===== src/rtl/rpn_pkg.sv =====
// Shared encodings for the RPN stack sequencer: token opcodes, error codes
// and the controller FSM states.
package rpn_pkg;

  localparam logic [2:0] OP_PUSH   = 3'd0;
  localparam logic [2:0] OP_ADD    = 3'd1;
  localparam logic [2:0] OP_SUB    = 3'd2;
  localparam logic [2:0] OP_AND    = 3'd3;
  localparam logic [2:0] OP_OR     = 3'd4;
  localparam logic [2:0] OP_XOR    = 3'd5;
  localparam logic [2:0] OP_MUL    = 3'd6;
  localparam logic [2:0] OP_RESULT = 3'd7;

  localparam logic [1:0] ERR_NONE  = 2'd0;
  localparam logic [1:0] ERR_UNDER = 2'd1;
  localparam logic [1:0] ERR_OVER  = 2'd2;

  typedef enum logic [3:0] {
    S_IDLE    = 4'd0,
    S_PUSH_OP = 4'd1,
    S_POP_B   = 4'd2,
    S_POP_A   = 4'd3,
    S_CAPT_A  = 4'd4,
    S_PUSH_R  = 4'd5,
    S_POP_R   = 4'd6,
    S_CAPT_R  = 4'd7,
    S_ERR     = 4'd8
  } state_t;

  function automatic logic is_binary_op(input logic [2:0] op);
    return (op != OP_PUSH) && (op != OP_RESULT);
  endfunction

endpackage


===== src/rtl/rpn_stack_ctrl_if.sv =====
// Bundle of the token channel, the Stack push/pop port and the status outputs
// of one rpn_stack_ctrl instance.
interface rpn_stack_ctrl_if #(
  parameter int WIDTH = 8,
  parameter int DEPTH = 8,
  parameter int CNT_W = $clog2(DEPTH + 1)
);

  // Token handshake: a token transfers on a rising edge where tok_valid and
  // tok_ready are both high; tok_op/tok_data are only meaningful then and may
  // change freely while tok_ready is low.
  logic             tok_valid;
  logic             tok_ready;
  logic [2:0]       tok_op;
  logic [WIDTH-1:0] tok_data;
  logic             err_clr;

  logic             push;
  logic             pop;
  logic [WIDTH-1:0] data_in;
  logic [WIDTH-1:0] data_out;
  logic             stack_full;
  logic             stack_empty;

  logic [WIDTH-1:0] result;
  logic             result_valid;
  logic             err;
  logic [1:0]       err_code;
  logic [CNT_W-1:0] depth;

  // Controller side.
  modport slave (
    input  tok_valid, tok_op, tok_data, err_clr,
    input  data_out, stack_full, stack_empty,
    output tok_ready, push, pop, data_in,
    output result, result_valid, err, err_code, depth
  );

  // Environment side: token source plus the attached Stack.
  modport master (
    output tok_valid, tok_op, tok_data, err_clr,
    output data_out, stack_full, stack_empty,
    input  tok_ready, push, pop, data_in,
    input  result, result_valid, err, err_code, depth
  );

endinterface


===== src/rtl/rpn_alu.sv =====
// Combinational operator unit: b is the former top of stack, a the entry
// below it. All results wrap modulo 2^WIDTH.
module rpn_alu
  import rpn_pkg::*;
#(
  parameter int WIDTH = 8
) (
  input  logic [WIDTH-1:0] a,
  input  logic [WIDTH-1:0] b,
  input  logic [2:0]       op,
  output logic [WIDTH-1:0] y
);

  always_comb begin
    y = '0;
    case (op)
      OP_ADD:  y = a + b;
      OP_SUB:  y = a - b;
      OP_AND:  y = a & b;
      OP_OR:   y = a | b;
      OP_XOR:  y = a ^ b;
      OP_MUL:  y = a * b;
      default: y = '0;
    endcase
  end

endmodule


===== src/rtl/rpn_stack_ctrl.sv =====
// Reverse-Polish sequencer: turns a token stream into push/pop commands for an
// attached Stack, tracking occupancy locally and flagging under/overflow.
module rpn_stack_ctrl
  import rpn_pkg::*;
#(
  parameter int WIDTH = 8,
  parameter int DEPTH = 8,
  parameter int CNT_W = $clog2(DEPTH + 1)
) (
  input  logic           clk,
  input  logic           reset,
  rpn_stack_ctrl_if.slave bus,
  output state_t         dbg_state
);

  localparam logic [CNT_W-1:0] DEPTH_C = CNT_W'(DEPTH);
  localparam logic [CNT_W-1:0] ONE_C   = CNT_W'(1);
  localparam logic [CNT_W-1:0] TWO_C   = CNT_W'(2);

  state_t           state_q, state_d;
  logic [CNT_W-1:0] depth_q, depth_d;
  logic [WIDTH-1:0] a_q, a_d;
  logic [WIDTH-1:0] b_q, b_d;
  logic [WIDTH-1:0] opnd_q, opnd_d;
  logic [2:0]       op_q, op_d;
  logic [WIDTH-1:0] result_q, result_d;
  logic             result_valid_q, result_valid_d;
  logic [1:0]       err_code_q, err_code_d;

  logic             push;
  logic             pop;
  logic [WIDTH-1:0] data_in;
  logic [WIDTH-1:0] alu_y;
  logic             unused_stack_empty;

  rpn_alu #(.WIDTH(WIDTH)) u_alu (
    .a  (a_q),
    .b  (b_q),
    .op (op_q),
    .y  (alu_y)
  );

  always_ff @(posedge clk or posedge reset) begin
    if (reset) begin
      state_q        <= S_IDLE;
      depth_q        <= '0;
      a_q            <= '0;
      b_q            <= '0;
      opnd_q         <= '0;
      op_q           <= OP_PUSH;
      result_q       <= '0;
      result_valid_q <= 1'b0;
      err_code_q     <= ERR_NONE;
    end else begin
      state_q        <= state_d;
      depth_q        <= depth_d;
      a_q            <= a_d;
      b_q            <= b_d;
      opnd_q         <= opnd_d;
      op_q           <= op_d;
      result_q       <= result_d;
      result_valid_q <= result_valid_d;
      err_code_q     <= err_code_d;
    end
  end

  // The Stack presents a popped value one cycle after pop, so each capture
  // happens in the state following the pop that produced it.
  always_comb begin
    state_d        = state_q;
    depth_d        = depth_q;
    a_d            = a_q;
    b_d            = b_q;
    opnd_d         = opnd_q;
    op_d           = op_q;
    result_d       = result_q;
    result_valid_d = 1'b0;
    err_code_d     = err_code_q;
    push           = 1'b0;
    pop            = 1'b0;
    data_in        = '0;

    case (state_q)
      S_IDLE: begin
        if (bus.tok_valid) begin
          if (bus.tok_op == OP_PUSH) begin
            if (depth_q == DEPTH_C || bus.stack_full) begin
              state_d    = S_ERR;
              err_code_d = ERR_OVER;
            end else begin
              opnd_d  = bus.tok_data;
              state_d = S_PUSH_OP;
            end
          end else if (bus.tok_op == OP_RESULT) begin
            if (depth_q == '0) begin
              state_d    = S_ERR;
              err_code_d = ERR_UNDER;
            end else begin
              state_d = S_POP_R;
            end
          end else if (is_binary_op(bus.tok_op)) begin
            if (depth_q < TWO_C) begin
              state_d    = S_ERR;
              err_code_d = ERR_UNDER;
            end else begin
              op_d    = bus.tok_op;
              state_d = S_POP_B;
            end
          end
        end
      end
      S_PUSH_OP: begin
        push    = 1'b1;
        data_in = opnd_q;
        depth_d = depth_q + ONE_C;
        state_d = S_IDLE;
      end
      S_POP_B: begin
        pop     = 1'b1;
        depth_d = depth_q - ONE_C;
        state_d = S_POP_A;
      end
      S_POP_A: begin
        pop     = 1'b1;
        depth_d = depth_q - ONE_C;
        b_d     = bus.data_out;
        state_d = S_CAPT_A;
      end
      S_CAPT_A: begin
        a_d     = bus.data_out;
        state_d = S_PUSH_R;
      end
      S_PUSH_R: begin
        push    = 1'b1;
        data_in = alu_y;
        depth_d = depth_q + ONE_C;
        state_d = S_IDLE;
      end
      S_POP_R: begin
        pop     = 1'b1;
        depth_d = depth_q - ONE_C;
        state_d = S_CAPT_R;
      end
      S_CAPT_R: begin
        // result and its strobe are registered together so they line up.
        result_d       = bus.data_out;
        result_valid_d = 1'b1;
        state_d        = S_IDLE;
      end
      S_ERR: begin
        if (bus.err_clr) begin
          err_code_d = ERR_NONE;
          state_d    = S_IDLE;
        end
      end
      default: state_d = S_IDLE;
    endcase
  end

  assign bus.tok_ready    = (state_q == S_IDLE);
  assign bus.push         = push;
  assign bus.pop          = pop;
  assign bus.data_in      = data_in;
  assign bus.result       = result_q;
  assign bus.result_valid = result_valid_q;
  assign bus.err          = (state_q == S_ERR);
  assign bus.err_code     = err_code_q;
  assign bus.depth        = depth_q;
  assign dbg_state        = state_q;

  assign unused_stack_empty = bus.stack_empty;

endmodule


===== src/flat_wrapper.sv =====
// flat-port wrapper written by rule: the top's interface ports become plain ports
module rpn_stack_ctrl_flat import rpn_pkg::*;
#(
  parameter int WIDTH = 8,
  parameter int DEPTH = 8,
  parameter int CNT_W = $clog2(DEPTH + 1)
)
  (clk, reset, dbg_state, bus_tok_valid, bus_tok_op, bus_tok_data, bus_err_clr, bus_data_out, bus_stack_full, bus_stack_empty, bus_tok_ready, bus_push, bus_pop, bus_data_in, bus_result, bus_result_valid, bus_err, bus_err_code, bus_depth);
  rpn_stack_ctrl_if #(.WIDTH(WIDTH), .DEPTH(DEPTH), .CNT_W(CNT_W)) bus_i ();
  input  logic clk;
  input  logic reset;
  output state_t dbg_state;
  input wire logic [$bits(bus_i.tok_valid)-1:0] bus_tok_valid;
  input wire logic [$bits(bus_i.tok_op)-1:0] bus_tok_op;
  input wire logic [$bits(bus_i.tok_data)-1:0] bus_tok_data;
  input wire logic [$bits(bus_i.err_clr)-1:0] bus_err_clr;
  input wire logic [$bits(bus_i.data_out)-1:0] bus_data_out;
  input wire logic [$bits(bus_i.stack_full)-1:0] bus_stack_full;
  input wire logic [$bits(bus_i.stack_empty)-1:0] bus_stack_empty;
  output wire logic [$bits(bus_i.tok_ready)-1:0] bus_tok_ready;
  output wire logic [$bits(bus_i.push)-1:0] bus_push;
  output wire logic [$bits(bus_i.pop)-1:0] bus_pop;
  output wire logic [$bits(bus_i.data_in)-1:0] bus_data_in;
  output wire logic [$bits(bus_i.result)-1:0] bus_result;
  output wire logic [$bits(bus_i.result_valid)-1:0] bus_result_valid;
  output wire logic [$bits(bus_i.err)-1:0] bus_err;
  output wire logic [$bits(bus_i.err_code)-1:0] bus_err_code;
  output wire logic [$bits(bus_i.depth)-1:0] bus_depth;
  assign bus_i.tok_valid = bus_tok_valid;
  assign bus_i.tok_op = bus_tok_op;
  assign bus_i.tok_data = bus_tok_data;
  assign bus_i.err_clr = bus_err_clr;
  assign bus_i.data_out = bus_data_out;
  assign bus_i.stack_full = bus_stack_full;
  assign bus_i.stack_empty = bus_stack_empty;
  assign bus_tok_ready = bus_i.tok_ready;
  assign bus_push = bus_i.push;
  assign bus_pop = bus_i.pop;
  assign bus_data_in = bus_i.data_in;
  assign bus_result = bus_i.result;
  assign bus_result_valid = bus_i.result_valid;
  assign bus_err = bus_i.err;
  assign bus_err_code = bus_i.err_code;
  assign bus_depth = bus_i.depth;
  rpn_stack_ctrl #(.WIDTH(WIDTH), .DEPTH(DEPTH), .CNT_W(CNT_W)) u_core (.clk(clk), .reset(reset), .bus(bus_i), .dbg_state(dbg_state));
endmodule

===== config.mk =====
export PLATFORM = sky130hd
export DESIGN_NAME = rpn_stack_ctrl_flat
export DESIGN_NICKNAME = d
export VERILOG_FILES = /design/src/rtl/rpn_pkg.sv /design/src/rtl/rpn_stack_ctrl_if.sv /design/src/rtl/rpn_alu.sv /design/src/rtl/rpn_stack_ctrl.sv /design/src/flat_wrapper.sv
export SDC_FILE = /design/constraint.sdc
export NUM_CORES = 1
export LEC_CHECK = 0
export ABC_AREA = 1
export CAP_MARGIN = 15
export CORE_MARGIN = 2
export CORE_UTILIZATION = 30
export DETAILED_ROUTE_END_ITERATION = 10
export HOLD_SLACK_MARGIN = 0.15
export PLACE_DENSITY = 0.59
export SLEW_MARGIN = 20
export SYNTH_ARGS = -nofsm -noshare
export SYNTH_HDL_FRONTEND = slang
export SYNTH_SLANG_ARGS = --single-unit
export TNS_END_PERCENT = 100

===== constraint.sdc =====
create_clock -name clk -period 4.8 [get_ports clk]
set_input_delay 0.48 -clock clk [delete_from_list [all_inputs] [get_ports clk]]
set_output_delay 0.48 -clock clk [all_outputs]
set_load 0.01 [all_outputs]

==> results of run 1 <==
==> logic make-up (layout without fill, tap and decap cells) <==
family / after synthesis / count (layout) / synth area share
AOI/OAI and AO/OA: 79 / 79 / 0.119
xor gates and xnor gates: 14 / 14 / 0.0296
adders and majority gates: 56 / 56 / 0.194
buffers and inverters: 135 / 214 / 0.130
DFF: 46 / 46 / 0.278
muxes: 2 / 2 / 0.00725
and+or+nand+nor: 234 / 234 / 0.243
==> stage by stage <==
| stage | power, uW | cells | area, um2 | TNS [ns] | worst slack [ns] |
|---|---|---|---|---|---|
| floorplan | 2840 | 566 | 4140 | 0 | 0.450 |
| global placement | 3780 | 805 | 4990 | -0.136 | -0.136 |
| detailed placement | 3850 | 805 | 4990 | -0.164 | -0.164 |
| CTS | 4330 | 817 | 5190 | 0 | 0.0225 |
| global route | 5010 | 821 | 5280 | -0.0844 | -0.0844 |
| finish | 4480 | 821 | 5280 | 0 | 0.147 |
==> power by group through the flow <==
stage / clock network [uW] / registers [uW] / logic, uW
final: 345 / 733 / 3400
after detailed placement: 0 / 735 / 3120
after global routing: 368 / 760 / 3880
after global placement: 0 / 728 / 3060
after floorplan: 0 / 739 / 2100
after CTS: 351 / 730 / 3250
==> layout by cell type, fill, tap and decap left out, drive strengths merged <==
cell | synthesis | layout
nand4 | 1 | 1
o21ai | 46 | 46
dlymetal6s2s | 0 | 1
a211oi | 1 | 1
nand3 | 33 | 33
clkbuf | 1 | 8
a21oi | 15 | 15
nor2 | 36 | 36
xor2 | 10 | 10
o22ai | 2 | 2
xnor2 | 4 | 4
a221oi | 5 | 5
o2bb2ai | 1 | 1
fa | 14 | 14
clkinv | 0 | 3
a31o | 1 | 1
or2 | 2 | 2
buf | 11 | 30
inv | 123 | 122
ha | 42 | 42
dfrtp | 46 | 46
clkdlybuf4s50 | 0 | 50
nor3 | 6 | 6
mux2 | 2 | 2
a21o | 1 | 1
o31ai | 3 | 3
a22o | 1 | 1
o2111a | 1 | 1
o221ai | 2 | 2
nand2 | 155 | 155
nand3b | 1 | 1
==> how the worst min path moves through the flow <==
stage / depth (start not counted) / start / slack, ns / to
6_report: 2 / u_core.bus.err_code[0] / 0.49 / u_core.bus.err_code[0]
5_1_grt: 2 / u_core.bus.err_code[1] / 0.52 / u_core.bus.err_code[1]
4_1_cts: 2 / u_core.bus.err_code[0] / 0.50 / u_core.bus.err_code[0]
3_5_place_dp: 2 / u_core.bus.result[4] / 0.49 / u_core.bus.result[4]
3_3_place_gp: 2 / u_core.bus.err_code[1] / 0.47 / u_core.bus.err_code[1]
2_1_floorplan: 2 / u_core.opnd_q[2] / 0.48 / u_core.opnd_q[2]
==> cell type report <==
class                   instances  area [um2]
clock buffers                   6         129
clock inverters                 2        13.8
repair buffers                 83         753
inverters                     123         468
well taps                     176         220
fillers                      1423        8070
multi-input cells             385        2540
flip-flops and latches         46        1150
==> routing by layer <==
layer	part of all wire	up-vias
met2	0.53	77
li1	-	1920
met3	0.037	6
met5	0	-
met4	0.0061	0
met1	0.43	1832
==> worst max-delay path, stage by stage (launching register included) <==
cell	delay, ns
dfrtp_2	0.41
ha_2	0.18
inv_2	0.04
fa_1	0.49
inv_1	0.06
ha_4	0.21
fa_1	0.53
inv_1	0.05
fa_1	0.49
inv_2	0.05
ha_4	0.24
a21oi_2	0.15
nand2_1	0.07
nand2_1	0.07
nand2_2	0.06
nand2_1	0.06
inv_1	0.06
nor2_4	0.11
nand3_2	0.08
nand2_2	0.07
nand2_1	0.05
nand2_1	0.08
nand2_1	0.06
nand2_1	0.08
buf_2	0.12
==> state kept, by name, summed over array words and instances, names as in the netlist <==
name,cells
u_core.bus.err_code,2
u_core.a_q,8
u_core.bus.result,8
u_core.opnd_q,8
u_core.dbg_state,4
u_core.bus.result_valid,1
u_core.b_q,8
u_core.op_q,3
u_core.bus.depth,4
==> repair_timing <==
item                       CTS  global route
pin swaps                    3            11
setup buffers                4             4
cloned                       0             0
setup endpoints to repair    3             4
resized for setup           16            21
==> summary.md, run 1 <==
| Metric | Value |
|---|---|
| Clock sink total | `46` |
| Die X | `122 um` |
| Share of cells above drive strength 1 | `0.155` |
| WP data arrival | `between 4 and 5 ns` |
| Nets | `between 700 and 800` |
| P per Cell Area | `approximately 850 nW/um2` |
| Final slew viol count | `0` |
| Most frequent cell after synthesis | `nand2_1` |
| GPL Wtd Cong | `0.906` |
| First DRT Iteration DRCs | `185` |
| Worst reg2reg startpoint | `u_core.dbg_state[2]` |
| Fmax | `215 MHz` |
| DRC | `0` |
| EDFF count, synth | `0` |
| Seq/Total Area, Yosys | `0.278` |
| # hold bufs at CTS | `0` |
| Max Buffers Root-to-Sink | `2` |
| Worst Setup EP | `bus_data_in[7]` |
| Clock network fraction of total power | `0.077` |
| PortBufs | `54` |
| Status | `finished clean` |
| Crit Path Class | `flip-flop to output pin` |
| Vias in the first global route | `roughly 4000` |
| #FFs+latches synth | `46` |
| Worst R2R Setup Slack | `2.66 ns` |
| N_diodes | `0` |
| Internal | `2240 uW` |
| GRT overflow | `0` |
| Initial antenna violation count | `0` |
| Met2 Track Usage GR | `0.288` |
| Worst Path Max Fanout | `4` |
| Slew headroom | `0.329` |
| Setup crit start kind | `flip-flop` |
| Top cell type's share of synthesized area | `0.278` |
| Most area-hungry cell type in the Yosys netlist | `dfrtp_1` |
| Num rows | `42` |
| Post-synth ARST share | `1.00` |
| Vias/cell | `between 4 and 5` |
| Finished Core Util | `0.395` |
| Type of the most critical hold path | `flip-flop to flip-flop` |
| Fin Clk Skew | `0.00716 ns` |
| Root buffer cell | `clkbuf_16` |
| Synthesized Nets | `647` |
| Synth top area cells | `dfrtp_1, nand2_1, ha_1` |
| Die area | `14800 um2` |
| Syn. warnings | `0` |
| Core ar. | `roughly 13000 um2` |
| Clock latency on the worst-skew pair | `0.29 ns` |
| Post-route minimum period | `4.65 ns` |
| Maximum vdd ir drop | `~0.33 mV` |
| Reg2reg path depth | `11` |
| Final wirelength | `roughly 11000 um` |
| Crit. Startpoint | `u_core.a_q[3]` |
| Top FF cell, synth | `dfrtp_1` |
| Comb pwr share | `0.760` |
| RSZ-0062 raised after global routing | `yes` |
| Post-DR wirelength/cell | `13.5 um` |
| TritonCTS clock tree | `yes` |
| Starting Density | `0.310` |
| Hold Slack | `roughly 0.49 ns` |
| Leakage | `0.00282 uW` |
| H-tree Lvls | `2` |
| CTS Buf Count | `5` |
| Hpwl dp | `8660 um` |
| Final worst-path cycle share | `0.969` |
| GRT Total Usage | `0.155` |
| Synthesized area per cell | `7.32 um2` |
| Met1 Track Usage GR | `0.190` |
| Largest net degree at the start of global routing | `47` |
| CTS clock-pin slew for the worst setup and hold paths | `0.07 ns` |
| Max-cap violations | `0` |
| Worst Path Required | `around 4.3 ns` |
| P_sw | `2240 uW` |
| Worst-margin pin slew | `1.00 ns` |
| Reg2reg end | `u_core.bus.depth[3]` |
| Via count | `roughly 3800` |
| Die H | `122 um` |
| First-pass GRT wire length | `around 18000 um` |
| Mapped Cells | `566` |
| TritonRoute pass-1 iters | `6` |
| GR peak layer | `met2` |
| Sequential share of power | `0.164` |
| Num ports | `56` |
| Final ANT Viol Nets | `0` |
| Mapped cell area | `4140 um2` |
| P&R area growth vs syn | `27.3%` |
| Count of cell types in the netlist | `43` |
| Met3 GRT Util | `0.0183` |
| Endpoints failing hold | `0` |
| Count of final setup violators | `0` |
| Commonest cells post-synth | `nand2_1, inv_1, dfrtp_1` |
| Critical Path End Type | `output pin` |
| Net Sw Frac | `0.501` |
Note: power is estimated with default switching activity, not from simulation.
==> run 2, diff against run 1 <==
CAP_MARGIN = unset   (was 15)
==> results of run 2 <==
The final DEF is identical to that of run 1; final timing and power are the same.
==> run 3, diff against run 2 <==
clock period = 5 ns   (was 4.8 ns; I/O delays follow)
==> summary.md, run 3 (synthesis gave the netlist of run 1 again) <==
| Metric | Value |
|---|---|
| Worst-margin pin slew | `1.01 ns (was 1.00 ns)` |
| Design area | `5180 um2 (was 5280 um2)` |
| Count of final setup violators | `0 (unchanged)` |
| H-tree Lvls | `2 (unchanged)` |
| Delay-heaviest family, CP | `adder cells (unchanged)` |
| Clock latency on the worst-skew pair | `0.29 ns (about the same)` |
| Worst-path cell chain | `buf_4, ha_1, inv_1, fa_2, inv_2, fa_1, ha_1, inv_1, fa_1, inv_1, ha_4, or2_2, nand3_1, o2111a_1, o21ai_1, nand2_1, o21ai_1, dlygate4sd2_1 (was ha_2, inv_2, fa_1, inv_1, ha_4, fa_1, inv_1, fa_1, inv_2, ha_4, a21oi_2, nand2_1, nand2_1, nand2_2, nand2_1, inv_1, nor2_4, nand3_2, nand2_2, nand2_1, nand2_1, nand2_1, nand2_1, buf_2)` |
| Critical path buffers and inverters | `6 (unchanged)` |
| Setup crit start kind | `flip-flop (unchanged)` |
| Met2 Track Usage GR | `0.292 (was 0.288)` |
| GRT Total Usage | `0.158 (was 0.155)` |
| Root buffer cell | `clkbuf_16 (unchanged)` |
| GR peak layer | `met2 (unchanged)` |
| Worst Path Max Fanout | `9 (was 4)` |
| Max incr delay on CP | `0.53 ns (about the same)` |
| RSZ-0062 raised after global routing | `no (was yes)` |
| Crit Path Class | `flip-flop to output pin (unchanged)` |
| First-pass GRT wire length | `18500 um (was 18400 um)` |
| DP Area | `4950 um2 (was 4990 um2)` |
| First DRT Iteration DRCs | `182 (was 185)` |
| Area of the multi-input gates | `2510 um2 (was 2540 um2)` |
| Setup TNS Final | `0 ns (unchanged)` |
| Commonest non-fill, non-tap cell in the layout | `nand2_1 (unchanged)` |
| Num rows | `42 (unchanged)` |
| Die H | `122 um (unchanged)` |
| Cell mode on critical path | `inv_1 (was nand2_1)` |
| Via count | `3748 (was 3835)` |
| Highest-delay cell along the critical path | `fa_1 (unchanged)` |
| WP data arrival | `4.20 ns (was 4.17 ns)` |
| Type of the most critical hold path | `flip-flop to flip-flop (unchanged)` |
| P&R area growth vs syn | `24.9% (was 27.3%)` |
| Status | `finished clean (unchanged)` |
| Core ar. | `13300 um2 (unchanged)` |
| TritonCTS clock tree | `yes (unchanged)` |
| Post-route minimum period | `4.70 ns` |
| Die area | `14800 um2 (unchanged)` |
| PortBufs | `54 (unchanged)` |
| Met3 GRT Util | `0.0239 (was 0.0183)` |
| Leakage | `0.00277 uW (was 0.00282 uW)` |
| Share of cells above drive strength 1 | `0.124 (was 0.155)` |
| Vias in the first global route | `3894 (was 3991)` |
| Initial antenna violation count | `0 (unchanged)` |
| Clock sink total | `46 (unchanged)` |
| Finished Core Util | `0.388 (was 0.395)` |
| Post-DR wirelength/cell | `13.4 um (was 13.5 um)` |
| Final ANT Viol Nets | `0 (unchanged)` |
| FF/Latch Area | `1150 um2 (about the same)` |
| Vias/cell | `4.62 (was 4.67)` |
| Hold Slack | `0.493 ns (was 0.491 ns)` |
| Slew headroom | `0.321 (was 0.329)` |
| Endpoints failing hold | `0 (unchanged)` |
| Total power | `4140 uW (was 4480 uW)` |
| Met1 Track Usage GR | `0.190 (about the same)` |
| GPL Wtd Cong | `0.937 (was 0.906)` |
| Hpwl dp | `8680 um (was 8660 um)` |
| Final wirelength | `10900 um (was 11100 um)` |
| Die X | `122 um (unchanged)` |
| Worst Path Required | `4.50 ns (was 4.32 ns)` |
| Starting Density | `0.310 (unchanged)` |
| Most frequent cells in the layout | `nand2_1, inv_1, clkdlybuf4s50_1 (unchanged)` |
| Num ports | `56 (unchanged)` |
| Fmax | `between 200 and 250 MHz` |
| TritonRoute pass-1 iters | `4 (was 6)` |
| Nets | `716 (was 725)` |
| DRC | `0 (unchanged)` |
| Largest net degree at the start of global routing | `47 (unchanged)` |
| Critical Path End Type | `output pin (unchanged)` |
| Fill cells | `1403 (was 1423)` |
| CTS Buf Count | `5 (unchanged)` |
| Max-cap violations | `0 (unchanged)` |
| Maximum vdd ir drop | `0.290 mV (was 0.332 mV)` |
| # hold bufs at CTS | `0 (unchanged)` |
| Final slew viol count | `0 (unchanged)` |
| Final worst-path cycle share | `0.941` |
| Fin Clk Skew | `0.00677 ns (was 0.00716 ns)` |
| N_diodes | `0 (unchanged)` |
| Max Buffers Root-to-Sink | `2 (unchanged)` |
| CTS clock-pin slew for the worst setup and hold paths | `0.06 ns (was 0.07 ns)` |
| GRT overflow | `0 (unchanged)` |
| P per Cell Area | `799 nW/um2 (was 850 nW/um2)` |
## run 3: repair_timing
| item | CTS | global route |
|---|---|---|
| endpoints found under the setup margin | 3 | 3 |
| buffers inserted | 2 | 2 |
| pin swaps | 0 | 9 |
| cloned | 0 | 0 |
| gates resized for setup | 5 | 13 |
## run 3: layout make-up
cell class / count / area share
multi-input combinational: 385 / 0.485
sequential: 46 / 0.222
timing repair buffer: 74 / 0.132
inverter: 123 / 0.0904
tap: 176 / 0.0425
clock buffer: 6 / 0.0249
clock inverter: 2 / 0.00266
## run 3: worst min-delay path, stage by stage, from the launching register on
cell and delay [ns]:
dfrtp_1 0.35, nand2_1 0.05, o31ai_1 0.05
## run 3: power breakdown
| group | switching [uW] | leakage, uW | total (uW) | internal, uW |
|---|---|---|---|---|
| clock network | 139 | 0.0000708 | 324 | 185 |
| registers | 171 | 0.000541 | 710 | 539 |
| logic | 1770 | 0.00216 | 3100 | 1330 |
## run 3: layer usage
metal | part of all wire | wire length [um] | vias up
li1 | - | - | 1894
met1 | 0.43 | 4720 | 1780
met2 | 0.51 | 5580 | 66
met3 | 0.040 | 439 | 8
met4 | 0.013 | 137 | 0
met5 | 0 | 0 | -
## run 3: metrics by stage
stage	setup WS [ns]	instances
2_1_floorplan	0.630	566
3_3_place_gp	0.0276	800
3_5_place_dp	0.00205	800
4_1_cts	0.0194	810
5_1_grt	0.00831	812
6_report	0.296	812
## run 3: worst paths after layout
check,startpoint,end,slack [ns],depth (start not counted)
setup / recovery,u_core.b_q[2],bus_data_in[5],0.30,18
hold / removal,u_core.bus.err_code[0],u_core.bus.err_code[0],0.49,2
setup reg to reg,u_core.dbg_state[2],u_core.bus.depth[3],2.86,11
hold reg to reg,u_core.bus.err_code[0],u_core.bus.err_code[0],0.49,2
max in group asynchronous,reset,u_core.opnd_q[4],3.84,2
min in group asynchronous,reset,u_core.bus.result[1],0.67,2
